===== src/rtl/mux_pair_sequencer.sv =====
// Stimulus/check sequencer for a pair of 4:1 MUX implementations: walks two data patterns
// through every select code, samples both MUX outputs after a settle dwell and tallies mismatches.
module mux_pair_sequencer #(
  parameter int unsigned DWELL = 4,
  parameter logic [3:0]  PAT0  = 4'b1001,
  parameter logic [3:0]  PAT1  = 4'b1010,
  parameter int unsigned CNT_W = 8
) (
  input  logic             clk,
  input  logic             rst_n,
  input  logic             start,
  input  logic             y_nand,
  input  logic             y_notif,
  output logic             a,
  output logic             b,
  output logic             c,
  output logic             d,
  output logic             s1,
  output logic             s0,
  output logic             busy,
  output logic             done,
  output logic             pass,
  output logic [CNT_W-1:0] err_cnt,
  output logic             nand_err,
  output logic             notif_err,
  output logic [2:0]       first_err
);

  localparam int unsigned DwellW = (DWELL > 1) ? $clog2(DWELL) : 1;
  localparam logic [DwellW-1:0] DwellLast = DwellW'(DWELL - 1);

  typedef enum logic [1:0] {
    StIdle,
    StSettle,
    StSample,
    StDone
  } state_e;

  state_e            state_q, state_d;
  logic [3:0]        data_q, data_d;
  logic [1:0]        sel_q, sel_d;
  logic              pat_q, pat_d;
  logic [DwellW-1:0] dwell_q, dwell_d;
  logic              busy_q, busy_d;
  logic              done_q, done_d;
  logic              pass_q, pass_d;
  logic [CNT_W-1:0]  err_cnt_q, err_cnt_d;
  logic              nand_err_q, nand_err_d;
  logic              notif_err_q, notif_err_d;
  logic [2:0]        first_err_q, first_err_d;

  logic       exp_bit;
  logic       nand_mis;
  logic       notif_mis;
  logic [1:0] sel_next;

  always_comb begin
    exp_bit   = data_q[sel_q];
    nand_mis  = (y_nand != exp_bit);
    notif_mis = (y_notif != exp_bit);
  end

  // Gray walk keeps only one select line toggling per step.
  always_comb begin
    sel_next = 2'b00;
    unique case (sel_q)
      2'b00:   sel_next = 2'b01;
      2'b01:   sel_next = 2'b11;
      2'b11:   sel_next = 2'b10;
      default: sel_next = 2'b00;
    endcase
  end

  always_comb begin
    state_d     = state_q;
    data_d      = data_q;
    sel_d       = sel_q;
    pat_d       = pat_q;
    dwell_d     = dwell_q;
    busy_d      = busy_q;
    done_d      = 1'b0;
    pass_d      = pass_q;
    err_cnt_d   = err_cnt_q;
    nand_err_d  = nand_err_q;
    notif_err_d = notif_err_q;
    first_err_d = first_err_q;

    unique case (state_q)
      StIdle: begin
        if (start) begin
          state_d     = StSettle;
          data_d      = PAT0;
          sel_d       = 2'b00;
          pat_d       = 1'b0;
          dwell_d     = '0;
          busy_d      = 1'b1;
          pass_d      = 1'b0;
          err_cnt_d   = '0;
          nand_err_d  = 1'b0;
          notif_err_d = 1'b0;
          first_err_d = 3'b000;
        end
      end

      StSettle: begin
        if (dwell_q == DwellLast) begin
          state_d = StSample;
        end else begin
          dwell_d = dwell_q + DwellW'(1);
        end
      end

      StSample: begin
        if (nand_mis || notif_mis) begin
          if (err_cnt_q != {CNT_W{1'b1}}) begin
            err_cnt_d = err_cnt_q + CNT_W'(1);
          end
          // No sticky flag set yet means this is the run's first mismatch.
          if (!(nand_err_q || notif_err_q)) begin
            first_err_d = {pat_q, sel_q};
          end
        end
        nand_err_d  = nand_err_q | nand_mis;
        notif_err_d = notif_err_q | notif_mis;
        dwell_d     = '0;

        if (sel_q == 2'b10) begin
          if (pat_q) begin
            state_d = StDone;
            busy_d  = 1'b0;
            done_d  = 1'b1;
            pass_d  = (err_cnt_d == '0);
          end else begin
            state_d = StSettle;
            pat_d   = 1'b1;
            data_d  = PAT1;
            sel_d   = 2'b00;
          end
        end else begin
          state_d = StSettle;
          sel_d   = sel_next;
        end
      end

      StDone: begin
        state_d = StIdle;
      end

      default: begin
        state_d = StIdle;
      end
    endcase
  end

  always_ff @(posedge clk) begin
    if (!rst_n) begin
      state_q     <= StIdle;
      data_q      <= 4'b0000;
      sel_q       <= 2'b00;
      pat_q       <= 1'b0;
      dwell_q     <= '0;
      busy_q      <= 1'b0;
      done_q      <= 1'b0;
      pass_q      <= 1'b0;
      err_cnt_q   <= '0;
      nand_err_q  <= 1'b0;
      notif_err_q <= 1'b0;
      first_err_q <= 3'b000;
    end else begin
      state_q     <= state_d;
      data_q      <= data_d;
      sel_q       <= sel_d;
      pat_q       <= pat_d;
      dwell_q     <= dwell_d;
      busy_q      <= busy_d;
      done_q      <= done_d;
      pass_q      <= pass_d;
      err_cnt_q   <= err_cnt_d;
      nand_err_q  <= nand_err_d;
      notif_err_q <= notif_err_d;
      first_err_q <= first_err_d;
    end
  end

  assign {d, c, b, a} = data_q;
  assign {s1, s0}     = sel_q;
  assign busy         = busy_q;
  assign done         = done_q;
  assign pass         = pass_q;
  assign err_cnt      = err_cnt_q;
  assign nand_err     = nand_err_q;
  assign notif_err    = notif_err_q;
  assign first_err    = first_err_q;

endmodule


===== config.mk =====
export PLATFORM = sky130hd
export DESIGN_NAME = mux_pair_sequencer
export DESIGN_NICKNAME = d
export VERILOG_FILES = /design/src/rtl/mux_pair_sequencer.sv
export SDC_FILE = /design/constraint.sdc
export NUM_CORES = 1
export LEC_CHECK = 0
export CAP_MARGIN = 10
export CORE_UTILIZATION = 40
export CTS_CLUSTER_DIAMETER = 150
export DETAILED_ROUTE_END_ITERATION = 16
export MAX_ROUTING_LAYER = met4
export PLACE_DENSITY = 0.62
export SLEW_MARGIN = 10
export SYNTH_ARGS = -nofsm -noshare
export SYNTH_HDL_FRONTEND = slang
export SYNTH_SLANG_ARGS = --single-unit

===== constraint.sdc =====
create_clock -name clk -period 5.85 [get_ports clk]
set_input_delay 0.8775 -clock clk [delete_from_list [all_inputs] [get_ports clk]]
set_output_delay 0.8775 -clock clk [all_outputs]
set_load 0.05 [all_outputs]

; ---- Word-level counts from Yosys, hierarchy flattened
; Cells that the tools add are included.
[classes]
n_addsub = 2
order_cmp = 1
n_eq_ne = 19
n_mux = 40
bitwise_logic = 2
n_reduce_logical = 16
[op_table]
columns = operator, count
row1 = $mux W8, 4
row2 = $mux W2, 8
row3 = $ne A2 B2 Y1 const B, 8
row4 = $pmux W8 S2, 1
row5 = $mux W4, 3
row6 = $pmux W2 S3, 2
row7 = $reduce_and A3 Y1, 4
row8 = $reduce_and A4 Y1, 3
row9 = $eq A2 B2 Y1 const B, 5
row10 = $pmux W1 S2, 5
row11 = $mux W1, 9
row12 = $mux W3, 3
row13 = $add A8 B1 Y8 const B, 1
row14 = $logic_not A8 Y1, 1
row15 = $ne A8 B8 Y1 const B, 1
row16 = $pmux W2 S4, 1
row17 = $pmux W4 S2, 1
row18 = $pmux W3 S2, 1
row19 = $eq A2 B1 Y1 const B, 2
row20 = $logic_not A2 Y1, 2
row21 = $pmux W2 S2, 1
row22 = $reduce_and A2 Y1, 2
row23 = $lt A2 B3 Y1 const B, 1
row24 = $ne A3 B3 Y1 const B, 1
row25 = 7 further kinds, 10
[word_totals]
reg_bits = 27
input_bits = 5
output_inout_bits = 22
wordCells = 92

; ---- Longest topological paths before layout
; Gate-level depths: netlist of run 1.
[depth]
depth_word = 10
mapped_depth = 8
ltp_nobuf = 7

; ---- Least setup slack after synthesis of run 1
; Ideal clock, no wire load.
[synth_timing]
path_kind = register to register
from = register sel_q[1]
to = register first_err_q[1] (netlist: first_err[1])
setup_time_ns = 0.117
arrival_ns = 2.185
required_ns = 5.733
slack_ns = 3.548
path_stages_with_launch = 7
path_buffers = 0
synth_period_minus_slack_ns = 2.302
cell_sequence = dfxtp_1 -> mux2i_1 -> mux2i_2 -> o21ai_2 -> o41a_1 -> o21a_1 -> a22o_1
[synth_between]
elab_chain_len = 6
[synth_lines]
columns = item, line
row1 = from (decl), 41  ; logic [1:0] sel_q, sel_d;
row2 = from (signal assigned), 172  ; sel_q <= sel_d;
row3 = $bmux W1 S2, 58  ; exp_bit = data_q[sel_q];
row4 = $mux W1 (not written as such), 58
row5 = $ne A1 B1 Y1 (on tied branches), "59, 60"
row6 = $logic_or A1 B1 Y1, 114  ; if (nand_mis || notif_mis) begin
row7 = $ne A2 B2 Y1 (no line), -
row8 = $reduce_and A4 Y1 (no line), -
row9 = to (signal assigned), 181  ; first_err_q <= first_err_d;
row10 = to (decl), 50  ; logic [2:0] first_err_q, first_err_d;
; Parallel ways exist; a longest one is shown, timed or not. The select of a mux whose other input is x is not followed.
; A chain may end at the register's enable or synchronous reset.

; ---- Final worst setup path of run 1
[layout_timing]
from = register sel_q[0]
to = output s0
[layout_rtl]
columns = item, line
row1 = to (decl), 19  ; output logic s0,
; No word-level cell between the ends.

==> reports/qor.txt, run 1 <==
Pin count of the biggest net entering global routing - 24
Clock-pin slew on the worst setup and hold paths - 0.15 ns
HP Class - register to register
PostCTS Resize Cnt - 0
Average wire per standard cell - 14.32 um
Layer with the highest usage - met2
Gr usage total - 0.2085
Mean Syn Cell Area - 7.915 um^2
Worst Path Buf+Inv - 1
Overall power - 331.5 uW
CTS buffer count - 3
Peak VDD IR - 100.0 uV
Starting density of the core - 0.4227
Die width - 61.85 um
Critical path destination - s0
Die Footprint - 0.003825 mm^2
Clock Sink Count - 26
Top_reg_cell synth - dfxtp_1
Row Count - 21
Total area of multi-input combinational cells - 838.3 um^2
Final Hold Viols - 0
Post-DP HPWL - 2.492 mm
TritonCTS clock tree - yes
GRT met2 Usage - 0.3210
Max clock buf depth - 2
Remaining routing DRC violations - 0
Met1 GRT Util - 0.2845
Grt ovf - 0
Core box area - 0.003390 mm^2
Max-slew violation count - 0
Vias in the first global route - 1251
Crit path max-delay family - buffers and inverters
Largest stage delay, worst path - 0.89 ns
Vias - 1351
Crit path max fanout - 12
Met3 usage - 0.01863
Final GP Congestion - 0.9148
Part of the Yosys area used for sequential elements - 0.3633
Crit end category - output pin
Design area - 0.001725 mm^2
Place WS - 2.932 ns
Top cells by area, synth - dfxtp_1 36%, nor2b_1 4.8%, nand2_1 4.7%
Crit start category - register
Final setup TNS - 0 ns
Cell taking the most area after synthesis - dfxtp_1
MaxCap Viol Count - 0
Nets - 207
Post-route minimum period - 2.691 ns
Post-DR vias/cell - 5.514
H-tree levels - 1
Yosys reg bits - 26
Pwr dens - 192.1 mW/mm^2
IO buf count - 25
Tightest Pin Transition - 0.7917 ns
Final setup vio count - 0
Top cell type's share of synthesized area - 0.3633
Max transition margin - 0.4711
Global-route wire length before repair - 5.692 mm
Initial antenna violation count - 0
Clock Skews - 0.001535 ns
Fraction of layout cells with a size suffix above 1 - 0.03015
Critical setup path kind - register to output pin
Register-to-register setup slack - 3.59 ns
CP startpoint - sel_q[0]
RSZ-0062 raised after global routing - false
Crit share post-route - 0.4599
Cell area after placement - 0.001689 mm^2
WP data required - 4.97 ns
Number of cells on the critical path - 1
Number of library cell types mapped by synthesis - 46
Outcome - completed
Post-Syn Nets - 188
Worst skew pair latency - 0.33 ns
Ant diodes - 0
Leakage - 0.5741 nW
Hold Buf Count CTS - 0
Setup Buffers After CTS - 0
Syn. warnings - 0
IO Pins - 27
CTS Root Cell - clkbuf_4
R2R Path Start - sel_q[1]
Die Height - 61.85 um
Final worst slack - 3.159 ns
Async set-reset flop share out of synthesis - 0
Reg-to-Reg End - pass
Fmax - 371.7 MHz
Post-synth EDFFs - 0
CP arrival - 1.81 ns
Layout fillers - 344
First DRT Iteration DRCs - 83
Post-Synthesis Cells - 181
Drt pass-1 iters - 4
Worst reg2reg path depth - 6
Slowest CP cell - clkdlybuf4s50_1
Synth Cell Area - 0.001433 mm^2
DRT antenna net count - 0
Area growth, synth to finish - 20.44%
Routed WL - 3.509 mm
Critical Path, Cell by Cell - clkdlybuf4s50_1
FF/Latch Area - 520.5 um^2
kinds of logic (layout without fill, tap and decap cells):
logic type,count (synthesis),count (layout),share of synthesized area
AND/OR/NAND/NOR,78,78,0.2742
AO/OA/AOI/OAI,50,50,0.2428
flip-flops,26,26,0.3633
buffers and inverters,17,35,0.05153
XOR/XNOR,4,4,0.02446
multiplexers,3,3,0.02358
adder cells (fa/ha/maj),2,2,0.01746
other,1,1,0.002618
worst min path at each step:
stage / start / to / slack [ns] / cells past startpoint
floorplan: pat_q / done / 0.49 / 2
global placement: first_err[2] / first_err[2] / 0.47 / 1
detailed placement: first_err[0] / first_err[0] / 0.47 / 1
CTS: first_err[0] / first_err[0] / 0.51 / 1
global route: first_err[2] / first_err[2] / 0.54 / 1
finish: nand_err / nand_err / 0.50 / 2
per-layer routing:
layer,part of all wire,wire [um]
met5,0,0
met4,0.015,54
met3,0.040,140
met2,0.47,1635
met1,0.48,1678
layout by cell type, fill, tap and decap left out, types with 2 or more instances in the layout:
cell,n
a21boi_1,3
clkdlybuf4s50_1,25
dfxtp_1,26
o21ai_0,3
a22o_1,3
o21a_1,4
nand3_1,7
and2_1,6
nand2_1,18
or3_1,2
o21ai_1,6
a22oi_1,2
xnor2_1,3
ha_1,2
clkbuf_4,3
a21oi_1,13
nor3b_1,2
nand2b_1,3
a221oi_1,2
nor2_1,17
mux2i_1,2
o22ai_1,2
and3_1,3
inv_1,6
nor3_1,4
o221a_1,2
nor2b_1,11
cell usage after synthesis (all sizes together), types with 2 or more instances:
master / count
dfxtp: 26
nand2: 18
nor2: 17
a21oi: 13
nor2b: 11
o21ai: 10
clkbuf: 7
nand3: 7
and2: 6
inv: 6
buf: 4
nor3: 4
o21a: 4
a21boi: 3
a22o: 3
and3: 3
mux2i: 3
nand2b: 3
xnor2: 3
a221oi: 2
a22oi: 2
ha: 2
nor3b: 2
o221a: 2
o22ai: 2
or3: 2
final cells by class:
cell class / count / area share
multi-input combinational: 138 / 0.4859
sequential: 26 / 0.3017
timing repair buffer: 25 / 0.1450
tap: 46 / 0.03336
clock buffer: 4 / 0.02103
inverter: 6 / 0.01305
metrics by stage:
step	std cells	util	hold WS, ns
floorplan	181	-	0.4917
CTS	245	0.5090	0.5094
global route	245	0.5090	0.5385
global placement	241	0.4983	0.4679
detailed placement	241	0.4983	0.4714
finish	245	0.5090	0.5046
power breakdown:
part           internal [mW]  switching, mW  leakage (nW)
clock network         0.0382         0.0581        0.0210
registers              0.181        0.00498         0.211
logic                 0.0182         0.0308         0.342
worst reg2reg max path, stage by stage (launching register included):
cell and delay (ns):
dfxtp_1 0.50, mux2i_1 0.35, mux2i_2 0.32, o21ai_2 0.19
or4_1 0.52, o21ai_0 0.14, a31o_1 0.19
state kept, by name, indices dropped and copies added, names as in the netlist, 2 cells and up:
name,cells
dwell_q,2
sel_q,2
first_err,3
state_q,2
err_cnt,8
data_q,3
(Power assumes the default switching activity.)
==> run 2, diff against run 1 <==
==> constraint.sdc (replaced) <==
create_clock -name clk -period 2.5 [get_ports clk]
set_input_delay 0.375 -clock clk [delete_from_list [all_inputs] [get_ports clk]]
set_output_delay 0.375 -clock clk [all_outputs]
set_load 0.05 [all_outputs]
==> run 2 against run 1 <==
Final area is 1.7% higher. Core utilization is 0.89 points higher. Global-route usage is 0.71 points lower. Critical path depth is 5 higher. Clock skew is 0.0014 ns higher. Setup slack worse by 2.9 ns. Clock-buffer cell count stayed put. Via count is 0.81% higher. Sequential share of layout area is 0.52 points lower. Wire length is 0.74% lower. Largest power group unchanged. Highest routed layer unchanged.
==> reports/qor.txt, run 2 (synthesized netlist as in run 1, its figures left out) <==
Outcome - completed
Worst reg2reg path depth - 6
Clock-pin slew on the worst setup and hold paths - 0.14 ns
PostCTS Resize Cnt - 0
First DRT Iteration DRCs - 74
Final setup vio count - 0
Post-DP HPWL - 2.547 mm
Nets - 211
Initial antenna violation count - 0
Final GP Congestion - 0.9275
Crit share post-route - 0.9057
Core box area - 0.003390 mm^2
Cell area after placement - 0.001719 mm^2
Most frequent cells in the layout - 26 x dfxtp_1, 25 x clkdlybuf4s50_1, 18 x nand2_1
Die Height - 61.85 um
Clk pwr share - 0.276
Vias in the first global route - 1151
Die Footprint - 0.003825 mm^2
Register-to-register setup slack - 0.24 ns
Grt ovf - 0
Peak VDD IR - 208.8 uV
Crit end category - register
IO buf count - 25
Final Hold Viols - 0
IO Pins - 27
Average wire per standard cell - 13.99 um
Hold Buf Count CTS - 0
HP Class - register to register
DRT antenna net count - 0
Row Count - 21
Fmax - 441.7 MHz
CTS buffer count - 3
Clock Skews - 0.002917 ns
Gr usage total - 0.2013
Max clock buf depth - 2
Fraction of layout cells with a size suffix above 1 - 0.04926
MaxCap Viol Count - 0
Worst skew pair latency - 0.32 ns
WP data required - 2.77 ns
Max transition margin - 0.6358
Layout fillers - 322
RSZ-0062 raised after global routing - false
Remaining routing DRC violations - 0
Net switching power - 208.1 uW
Pin count of the biggest net entering global routing - 23
Leakage - 0.5945 nW
Area growth, synth to finish - 22.53%
Global-route wire length before repair - 5.471 mm
Internal - 559.5 uW
TritonCTS clock tree - yes
Setup Buffers After CTS - 0
Critical setup path kind - register to register
Post-route minimum period - 2.264 ns
Combinational share of power - 0.156
Pwr dens - 437.3 mW/mm^2
Post-DR vias/cell - 5.470
Die width - 61.85 um
Max-slew violation count - 0
Final setup TNS - 0 ns
Drt pass-1 iters - 4
Crit path max fanout - 7
Tightest Pin Transition - 0.5413 ns
Sw Ratio - 0.2711
Commonest non-fill, non-tap cell in the layout - dfxtp_1
Reg power frac - 0.568
Routed WL - 3.483 mm
Hold Crit Depth - 2
Crit start category - register
Design area - 0.001755 mm^2
CTS Root Cell - clkbuf_4
H-tree levels - 1
Starting density of the core - 0.4227
CP arrival - 2.54 ns
Largest register FFs - 8
Clock Sink Count - 26
Vias - 1362
Ant diodes - 0
[run 2: cell count changes in the layout (fill, tap and decap cells not counted)]
cell / previous run / this run
buf_4: 0 / 4
[run 2: path summary, 6_finish.rpt]
path	start	to
hold / removal	nand_err	nand_err
hold reg to reg	nand_err	nand_err
setup reg to reg	sel_q[1]	pass
setup / recovery	sel_q[1]	pass
[run 2: metal layers]
metal,GRT usage,share of wire,up-vias
met5,-,0,-
met4,0.05714,0.0098,0
met3,0.02484,0.047,4
met2,0.3103,0.46,41
met1,0.2769,0.48,636
li1,-,-,681
[run 2: critical path: stages (launching register included)]
cell	delay, ns
dfxtp_1	0.50
mux2i_1	0.36
mux2i_2	0.32
o21ai_2	0.17
or4_1	0.51
o21ai_0	0.16
a31o_1	0.19
[run 2: final cells by class]
cell class                      instances  area (um^2)  share of cell area
Clock buffer                            4        36.28             0.02067
Inverter                                6        22.52             0.01283
Multi-Input combinational cell        138        838.3              0.4775
Sequential cell                        26        520.5              0.2965
Tap cell                               46        57.56             0.03279
Timing Repair Buffer                   29        280.3              0.1597
[run 2: power groups by stage]
| stage | Sequential [mW] | Clock, mW | Combinational, mW |
|---|---|---|---|
| floorplan | 0.462 | 0 | 0.0634 |
| global placement | 0.445 | 0 | 0.118 |
| detailed placement | 0.445 | 0 | 0.120 |
| CTS | 0.436 | 0.224 | 0.120 |
| global route | 0.438 | 0.246 | 0.129 |
| finish | 0.436 | 0.212 | 0.120 |
[run 2: metrics by stage]
step,hold slack (ns),util,instances,total power [mW],worst slack (ns)
final,0.4999,0.5179,249,0.7676,0.2359
after global routing,0.5283,0.5179,249,0.8129,0.03916
after CTS,0.5050,0.5179,249,0.7802,0.2533
after detailed placement,0.4688,0.5072,245,0.5648,0.1108
after global placement,0.4697,0.5072,245,0.5621,0.1783
after floorplan,0.4917,-,181,0.5252,0.1977
